File: src/rtl/cp0_unit_pkg.sv
// Shared CP0 definitions: register numbers, SR/Cause field positions and the
// default processor ID.
package cp0_unit_pkg;

   localparam int HW_INT_W = 6;

   localparam logic [4:0] CP0_SR    = 5'd12;
   localparam logic [4:0] CP0_CAUSE = 5'd13;
   localparam logic [4:0] CP0_EPC   = 5'd14;
   localparam logic [4:0] CP0_PRID  = 5'd15;

   localparam int SR_IE_BIT  = 0;
   localparam int SR_EXL_BIT = 1;
   localparam int SR_IM_LSB  = 10;
   localparam int SR_IM_MSB  = 15;
   localparam int CAUSE_IP_LSB = 10;
   localparam int CAUSE_IP_MSB = 15;

   localparam logic [31:0] PRID_DEFAULT = 32'h0000_3000;

   // Exception PCs are always word aligned.
   function automatic logic [31:0] word_align(input logic [31:0] addr);
      return addr & 32'hFFFF_FFFC;
   endfunction

endpackage

File: src/rtl/cp0_int_sync.sv
// Multi-stage synchronizer bringing the asynchronous hw_int lines into the
// clk domain.
module cp0_int_sync
   import cp0_unit_pkg::*;
#(
   parameter int SYNC_STAGES = 2
) (
   input  logic                clk,
   input  logic                reset,
   input  logic [HW_INT_W-1:0] hw_int,
   output logic [HW_INT_W-1:0] hw_int_sync
);

   logic [SYNC_STAGES-1:0][HW_INT_W-1:0] sync_q;
   logic [SYNC_STAGES-1:0][HW_INT_W-1:0] sync_d;

   always_comb begin
      sync_d = {sync_q[SYNC_STAGES-2:0], hw_int};
   end

   always_ff @(posedge clk or negedge reset) begin
      if (!reset) begin
         sync_q <= '0;
      end else begin
         sync_q <= sync_d;
      end
   end

   assign hw_int_sync = sync_q[SYNC_STAGES-1];

endmodule

File: src/rtl/cp0_unit.sv
// Minimal MIPS-style coprocessor 0: SR, Cause, EPC, PRId plus the interrupt
// request logic feeding the pipeline controller.
module cp0_unit
   import cp0_unit_pkg::*;
#(
   parameter logic [31:0] PRID_VALUE  = PRID_DEFAULT,
   parameter int          SYNC_STAGES = 2
) (
   input  logic                clk,
   input  logic                reset,
   input  logic [HW_INT_W-1:0] hw_int,
   input  logic                exl_set,
   input  logic                exl_clr,
   input  logic [31:0]         victim_pc,
   input  logic                cp0_we,
   input  logic [4:0]          cp0_addr,
   input  logic [31:0]         cp0_wdata,
   output logic [31:0]         cp0_rdata,
   output logic                int_req,
   output logic [31:0]         epc_out,
   output logic                exl_out
);

   logic [HW_INT_W-1:0] hw_int_sync;
   logic [HW_INT_W-1:0] ip_q, ip_d;
   logic [HW_INT_W-1:0] im_q, im_d;
   logic                exl_q, exl_d;
   logic                ie_q, ie_d;
   logic [31:0]         epc_q, epc_d;
   logic                sr_we, epc_we;

   cp0_int_sync #(
      .SYNC_STAGES (SYNC_STAGES)
   ) u_int_sync (
      .clk         (clk),
      .reset       (reset),
      .hw_int      (hw_int),
      .hw_int_sync (hw_int_sync)
   );

   assign sr_we  = cp0_we && (cp0_addr == CP0_SR);
   assign epc_we = cp0_we && (cp0_addr == CP0_EPC);

   // Later assignments win: exl_set over exl_clr over an mtc0 SR/EPC write.
   always_comb begin
      ip_d  = hw_int_sync;
      im_d  = im_q;
      ie_d  = ie_q;
      exl_d = exl_q;
      epc_d = epc_q;
      if (sr_we) begin
         im_d  = cp0_wdata[SR_IM_MSB:SR_IM_LSB];
         exl_d = cp0_wdata[SR_EXL_BIT];
         ie_d  = cp0_wdata[SR_IE_BIT];
      end
      if (epc_we) begin
         epc_d = word_align(cp0_wdata);
      end
      if (exl_clr) begin
         exl_d = 1'b0;
      end
      if (exl_set) begin
         exl_d = 1'b1;
         epc_d = word_align(victim_pc);
      end
   end

   always_ff @(posedge clk or negedge reset) begin
      if (!reset) begin
         ip_q  <= '0;
         im_q  <= '0;
         ie_q  <= 1'b0;
         exl_q <= 1'b0;
         epc_q <= '0;
      end else begin
         ip_q  <= ip_d;
         im_q  <= im_d;
         ie_q  <= ie_d;
         exl_q <= exl_d;
         epc_q <= epc_d;
      end
   end

   // Pre-write register values; a same-cycle mtc0 is not forwarded.
   always_comb begin
      cp0_rdata = '0;
      case (cp0_addr)
         CP0_SR:    cp0_rdata = {16'b0, im_q, 8'b0, exl_q, ie_q};
         CP0_CAUSE: cp0_rdata = {16'b0, ip_q, 10'b0};
         CP0_EPC:   cp0_rdata = epc_q;
         CP0_PRID:  cp0_rdata = PRID_VALUE;
         default:   cp0_rdata = '0;
      endcase
   end

   // Flop-only request path so exl_set cannot loop back into int_req.
   assign int_req = (|(ip_q & im_q)) & ie_q & ~exl_q;
   assign epc_out = epc_q;
   assign exl_out = exl_q;

endmodule

File: config.mk
export PLATFORM = sky130hd
export DESIGN_NAME = cp0_unit
export DESIGN_NICKNAME = d
export VERILOG_FILES = /design/src/rtl/cp0_unit_pkg.sv /design/src/rtl/cp0_int_sync.sv /design/src/rtl/cp0_unit.sv
export SDC_FILE = /design/constraint.sdc
export NUM_CORES = 1
export LEC_CHECK = 0
export BUFFER_PORTS_ARGS = -buffer_cell sky130_fd_sc_hd__buf_4
export CAP_MARGIN = 40
export CORE_MARGIN = 2
export CORE_UTILIZATION = 42
export CTS_CLUSTER_DIAMETER = 80
export DETAILED_ROUTE_END_ITERATION = 8
export PLACE_DENSITY = 0.77
export SYNTH_ARGS = -nofsm -noshare
export SYNTH_HDL_FRONTEND = slang
export SYNTH_SLANG_ARGS = --single-unit
File: constraint.sdc
create_clock -name clk -period 1.2 [get_ports clk]
set_clock_uncertainty 0.1 [all_clocks]
set_input_delay 0.24 -clock clk [delete_from_list [all_inputs] [get_ports clk]]
set_output_delay 0.24 -clock clk [all_outputs]
set_load 0.02 [all_outputs]
==> impl_metrics.env, run 1 <==
export IMPL_synth_area_leaders="dfrtp_1 47%, o311ai_2 16%, nand4b_1 8.8%"
export IMPL_synth_simple_gate_area_share_pct=20.0
export IMPL_seq_area_frac_synth_pct=46.7
export IMPL_root_buffer="clkbuf_8"
export IMPL_cp_cell_sequence="buf_6 -> nand3b_1 -> buf_4 -> buf_6 -> buf_12 -> nor3_4 -> buf_6"
export IMPL_numPortBuffers=141
export IMPL_critPathMostFrequentCell="buf_6"
export IMPL_ff2ff_setup_slack_ps=10
export IMPL_synthMuxAreaShare_pct=4.71
export IMPL_worstPathBufferInverterCount=5
export IMPL_multi_input_area_um2=1820
export IMPL_cts_buffer_depth=2
export IMPL_wire_per_inst_um=19.7
export IMPL_synth_cell_area_um2=3000
export IMPL_rsz0062_at_grt="yes"
export IMPL_yosys_warnings=0
export IMPL_clkSlewWorstSetupHoldPaths_ps=110
export IMPL_worst_slack_ps=-496
export IMPL_hold_viol=0
export IMPL_async_flop_share_pct=100
export IMPL_die_h_um=88.5
export IMPL_power_leakage_nw=2.59
export IMPL_period_share_pct=141
export IMPL_grt_pass1_wl_um=16200
export IMPL_yosysTopAreaCell="dfrtp_1"
export IMPL_grt_total_usage_pct=27.4
export IMPL_netlist_instances=275
export IMPL_drtIter0Drc=145
export IMPL_reg2regPathDepth=4
export IMPL_viasPerCell=5.47
export IMPL_instances_no_fill=550
export IMPL_synth_top_cell_area_share_pct=46.7
export IMPL_dp_hpwl_um=6700
export IMPL_holdPathStages=3
export IMPL_crit_type="input port to output pin"
export IMPL_start_util_pct=43.7
export IMPL_power_mw=5.00
export IMPL_totalWireLength_um=10900
export IMPL_place_congestion=0.795
export IMPL_drtPass1Iterations=4
export IMPL_cp_data_arrival_time_ps=1360
export IMPL_synth_edff_count=0
export IMPL_slowest_stage="nand3b_1"
export IMPL_num_vias=3009
export IMPL_first_global_vias=3186
export IMPL_finalSetupViolCount=58
export IMPL_placed_area_um2=4730
export IMPL_core_area_um2=6870
export IMPL_synth_xor_area_share_pct=0
export IMPL_startpoint_type="input port"
export IMPL_cts_tree="done"
export IMPL_drc_errors=0
export IMPL_synth_compound_area_share_pct=19.4
export IMPL_antenna_cells=0
export IMPL_io_pins=146
export IMPL_fill_cells=376
export IMPL_critPathMaxFanout=5
export IMPL_fin_nets=533
export IMPL_drive_gt1_share_pct=66.1
export IMPL_worstPathRequired_ps=860
export IMPL_dpl_cell_count=513
export IMPL_rr_startpoint="exl_out$_DFFE_PN0P_"
export IMPL_ys_ff_latch=56
export IMPL_cpPeakStageDelay_ps=260
export IMPL_avgSynthCellArea_um2=10.9
export IMPL_cts_buffers=5
export IMPL_dieWidth_um=88.5
export IMPL_clk_latency_ps=310
export IMPL_crit_family="buffers and inverters"
export IMPL_drtAntennaViolNets=0
export IMPL_htree_num_levels=2
export IMPL_period_minus_slack_ps=1700
export IMPL_yosys_cell_count_top_type="dfrtp_1"
export IMPL_outcome="finished, violations left"
export IMPL_min_to="epc_out[28]$_DFFE_PN0P_"
export IMPL_vdd_ir_drop_max_mv=0.630
export IMPL_antenna_found_initial=0
export IMPL_min_delay_start="victim_pc[28]"
export IMPL_syn2layout_area_growth_pct=87.6
export IMPL_cp_end_kind="output pin"
export IMPL_synthAdderAreaFrac_pct=0
export IMPL_overflow=0
export IMPL_die_area_um2=7840
export IMPL_synth_top_family_by_area="simple AND/OR/NAND/NOR gates"
export IMPL_power_density_nw_per_um2=887
export IMPL_drv_slew=0
export IMPL_ys_flop_type="dfrtp_1"
export IMPL_grt_max_degree=57
export IMPL_failed_checks="setup timing"
export IMPL_rr_endpoint="exl_out$_DFFE_PN0P_"
export IMPL_ff_latch_area_um2=1400
export IMPL_ys_top_cells_by_count="56 x dfrtp_1, 31 x inv_1, 30 x nand2_1, 30 x nand4b_1, 30 x o311ai_2"
export IMPL_row_count=30
export IMPL_cts_sinks=56
export IMPL_fmax_mhz=590
export IMPL_fin_area_um2=5630
export IMPL_post_synth_num_cell_types=29
export IMPL_drv_cap=0
export IMPL_hold_class="input port to register"
## per-layer routing
metal / vias to the layer above / wire length (µm) / global-route usage, %
met4: 0 / 225 / 9.50
met2: 141 / 5750 / 47.6
met1: 1492 / 4230 / 33.9
met3: 19 / 645 / 5.97
li1: 1357 / - / -
met5: - / 0 / 0
## cell families after synthesis
| logic type | after synthesis |
|---|---|
| AOI/OAI and AO/OA | 42 |
| buffers and inverters | 61 |
| DFF | 56 |
| muxes | 13 |
| other | 1 |
| and+or+nand+nor | 102 |
## flip-flops by register name, indices dropped and copies added, names as in the netlist
name                    flops
im_q                        6
epc_out                    30
ip_q                        6
u_int_sync.sync_d           6
exl_out                     1
ie_q                        1
u_int_sync.hw_int_sync      6
## worst register-to-register path: stages (launching register included)
cell,delay (ps)
dfrtp_2,470
buf_6,140
nand2b_4,60
a21oi_2,30
a311o_1,270
## final cells by class
cell class	count	share of cell area [%]
repair buffers	200	37.0
multi-input cells	159	32.3
flip-flops and latches	56	24.9
well taps	96	2.13
inverters	31	2.07
clock buffers	5	1.22
clock inverters	3	0.400
## worst max-delay path by stage
stage,depth (start not counted),endpoint,startpoint
2_1_floorplan,5,cp0_rdata[16],cp0_addr[0]
3_3_place_gp,5,cp0_rdata[30],cp0_addr[4]
3_5_place_dp,5,epc_out[8]$_DFFE_PN0P_,cp0_addr[0]
4_1_cts,4,cp0_rdata[12],im_q[2]$_DFFE_PN0P_
5_1_grt,7,cp0_rdata[25],cp0_addr[4]
6_report,7,cp0_rdata[17],cp0_addr[4]
## stage by stage
stage                     setup WS [ps]  utilization (%)  hold WS (ps)  setup TNS [ps]
after floorplan                    -208                -          -156           -6360
after global placement             -377             68.8           145          -22800
after detailed placement           -401             68.8           150          -25090
after CTS                          -459             80.2          52.6          -13650
after global routing               -536             82.0          48.0          -17670
final                              -496             82.0          53.9          -15220
## cell usage in the layout, fill, tap and decap left out, types with 2 or more instances in the layout
| master | count |
|---|---|
| buf_4 | 93 |
| buf_6 | 84 |
| dfrtp_1 | 55 |
| nand4b_1 | 30 |
| nand2_1 | 30 |
| o311ai_2 | 30 |
| nor3_4 | 24 |
| inv_1 | 24 |
| buf_12 | 10 |
| nor2_4 | 7 |
| inv_2 | 7 |
| mux2_2 | 7 |
| dlygate4sd3_1 | 7 |
| clkbuf_8 | 5 |
| a2bb2oi_2 | 4 |
| buf_16 | 4 |
| mux2i_1 | 3 |
| a22oi_2 | 3 |
| nand2b_4 | 2 |
| mux2_4 | 2 |
| o22ai_4 | 2 |
| conb_1 | 2 |
## repair_timing
action	in CTS	in global routing
endpoints found under the setup margin	93	66
buffers inserted	13	8
gates cloned	5	1
resized for setup	106	21
hold buffers	7	0
endpoints found under the hold margin	62	0
pin swaps	24	21
## power breakdown
group          internal (mW)  switching [mW]  leakage [nW]
combinational          0.903           0.816          1.87
clock                  0.421           0.655        0.0485
sequential              2.06           0.141         0.674
total                   3.38            1.61          2.59
(Power assumes the default switching activity.)
==> run 2, diff against run 1 <==
--- a/config.mk
+++ b/config.mk
@@ -11,6 +11,8 @@
 export CORE_UTILIZATION = 42
 export CTS_CLUSTER_DIAMETER = 80
 export DETAILED_ROUTE_END_ITERATION = 8
+export HOLD_SLACK_MARGIN = 0.03
+export MAX_ROUTING_LAYER = met4
 export PLACE_DENSITY = 0.77
 export SYNTH_ARGS = -nofsm -noshare
 export SYNTH_HDL_FRONTEND = slang
==> run 2 against run 1 <==
Compared with the run above: the flow still finishes with violations (setup timing); sequential power about the same; non-clock buffer count unchanged; via count down 0.23%; largest cell class unchanged; largest power group unchanged; highest routed layer unchanged.
==> impl_metrics.env, run 2 (synthesis gave the netlist of run 1 again) <==
export IMPL_vdd_ir_drop_max_mv=0.627
export IMPL_ff2ff_setup_slack_ps=10
export IMPL_crit_end="cp0_rdata[17]"
export IMPL_worst_slack_ps=-500
export IMPL_drc_errors=0
export IMPL_totalWireLength_um=10800
export IMPL_die_area_um2=7840
export IMPL_cts_tree="done"
export IMPL_syn2layout_area_growth_pct=87.6
export IMPL_drv_cap=0
export IMPL_failed_checks="setup timing"
export IMPL_startpoint_type="input port"
export IMPL_drtIter0Drc=139
export IMPL_grt_total_usage_pct=28.3
export IMPL_cp_end_kind="output pin"
export IMPL_row_count=30
export IMPL_layout_commonest_cell="buf_4"
export IMPL_power_leakage_nw=2.59
export IMPL_first_global_vias=3190
export IMPL_drive_gt1_share_pct=66.1
export IMPL_crit_type="input port to output pin"
export IMPL_cts_sinks=56
export IMPL_drtAntennaViolNets=0
export IMPL_wire_per_inst_um=19.7
export IMPL_startpoint="cp0_addr[4]"
export IMPL_numPortBuffers=141
export IMPL_period_minus_slack_ps=1700
export IMPL_grt_pass1_wl_um=16200
export IMPL_largest_reg_flops=30
export IMPL_critPathMaxFanout=5
export IMPL_overflow=0
export IMPL_power_density_nw_per_um2=885
export IMPL_setup_tns_ps=-15300
export IMPL_reg2regPathDepth=4
export IMPL_dp_hpwl_um=6700
export IMPL_most_common_layout_cells="93 x buf_4, 84 x buf_6, 55 x dfrtp_1"
export IMPL_drtPass1Iterations=4
export IMPL_antenna_found_initial=0
export IMPL_clk_latency_ps=310
export IMPL_num_vias=3002
export IMPL_htree_num_levels=2
export IMPL_hold_viol=0
export IMPL_cts_buffers=5
export IMPL_rr_endpoint="exl_out$_DFFE_PN0P_"
export IMPL_fin_nets=533
export IMPL_clkSlewWorstSetupHoldPaths_ps=100
export IMPL_place_congestion=0.807
export IMPL_period_share_pct=142
export IMPL_rr_startpoint="exl_out$_DFFE_PN0P_"
export IMPL_cp_data_arrival_time_ps=1360
export IMPL_worstPathRequired_ps=860
export IMPL_multi_input_area_um2=1820
export IMPL_viasPerCell=5.46
export IMPL_grt_max_degree=57
export IMPL_drv_slew=0
export IMPL_start_util_pct=43.7
export IMPL_antenna_cells=0
export IMPL_fill_cells=376
export IMPL_outcome="finished, violations left"
export IMPL_rsz0062_at_grt="yes"
export IMPL_ff_latch_area_um2=1400
export IMPL_whs_ps=54.9
export IMPL_fmax_mhz=588
export IMPL_cts_buffer_depth=2
export IMPL_core_area_um2=6870
export IMPL_root_buffer="clkbuf_8"
export IMPL_finalSetupViolCount=57
export IMPL_hold_class="input port to register"
export IMPL_dieWidth_um=88.5
export IMPL_io_pins=146
export IMPL_die_h_um=88.5
[run 2: cell counts in the layout (fill, tap and decap cells not counted)]
Identical to the previous run, type by type.
[run 2: layer usage]
metal | track usage, % | wire [µm] | vias to the layer above
li1 | - | - | 1360
met1 | 33.8 | 4160 | 1471
met2 | 47.7 | 5780 | 154
met3 | 5.88 | 689 | 17
met4 | 9.50 | 206 | 0
met5 | - | 0 | -
[run 2: worst min-delay path by stage]
stage / from / endpoint / depth (start not counted)
2_1_floorplan: reset / epc_out[10]$_DFFE_PN0P_ / 0
3_3_place_gp: reset / epc_out[27]$_DFFE_PN0P_ / 2
3_5_place_dp: reset / epc_out[27]$_DFFE_PN0P_ / 2
4_1_cts: victim_pc[26] / epc_out[26]$_DFFE_PN0P_ / 3
5_1_grt: victim_pc[28] / epc_out[28]$_DFFE_PN0P_ / 3
6_report: victim_pc[28] / epc_out[28]$_DFFE_PN0P_ / 3
[run 2: report_power, final]
part	leakage (nW)	internal, mW	total (mW)	switching, mW
registers	0.674	2.06	2.20	0.141
clock network	0.0485	0.420	1.07	0.647
logic	1.87	0.903	1.72	0.813
total	2.59	3.38	4.98	1.60
[run 2: cell type report]
cell class | count | area share (%)
inverters | 31 | 2.07
repair buffers | 200 | 37.0
clock buffers | 5 | 1.22
multi-input cells | 159 | 32.3
clock inverters | 3 | 0.400
well taps | 96 | 2.13
flip-flops and latches | 56 | 24.9
[run 2: what timing repair did]
item | CTS | global route
gates resized for setup | 106 | 21
cloned | 5 | 1
endpoints found under the setup margin | 93 | 66
hold buffers | 7 | 0
setup buffers | 13 | 8
pin swaps | 24 | 21
endpoints found under the hold margin | 62 | 0
[run 2: per-stage QoR]
step	utilization [%]	total power [mW]	cell area, µm²	cells	setup slack (ps)
after CTS	80.2	4.94	5510	546	-459
after global placement	68.8	3.54	4730	513	-377
after global routing	82.0	5.20	5630	550	-536
after floorplan	-	2.95	3430	276	-208
after detailed placement	68.8	3.57	4730	513	-401
final	82.0	4.98	5630	550	-500
[run 2: critical path, cell delays in order]
cell	delay, ps
buf_6	90
nand3b_1	260
buf_4	200
buf_6	130
buf_12	140
nor3_4	140
buf_6	140
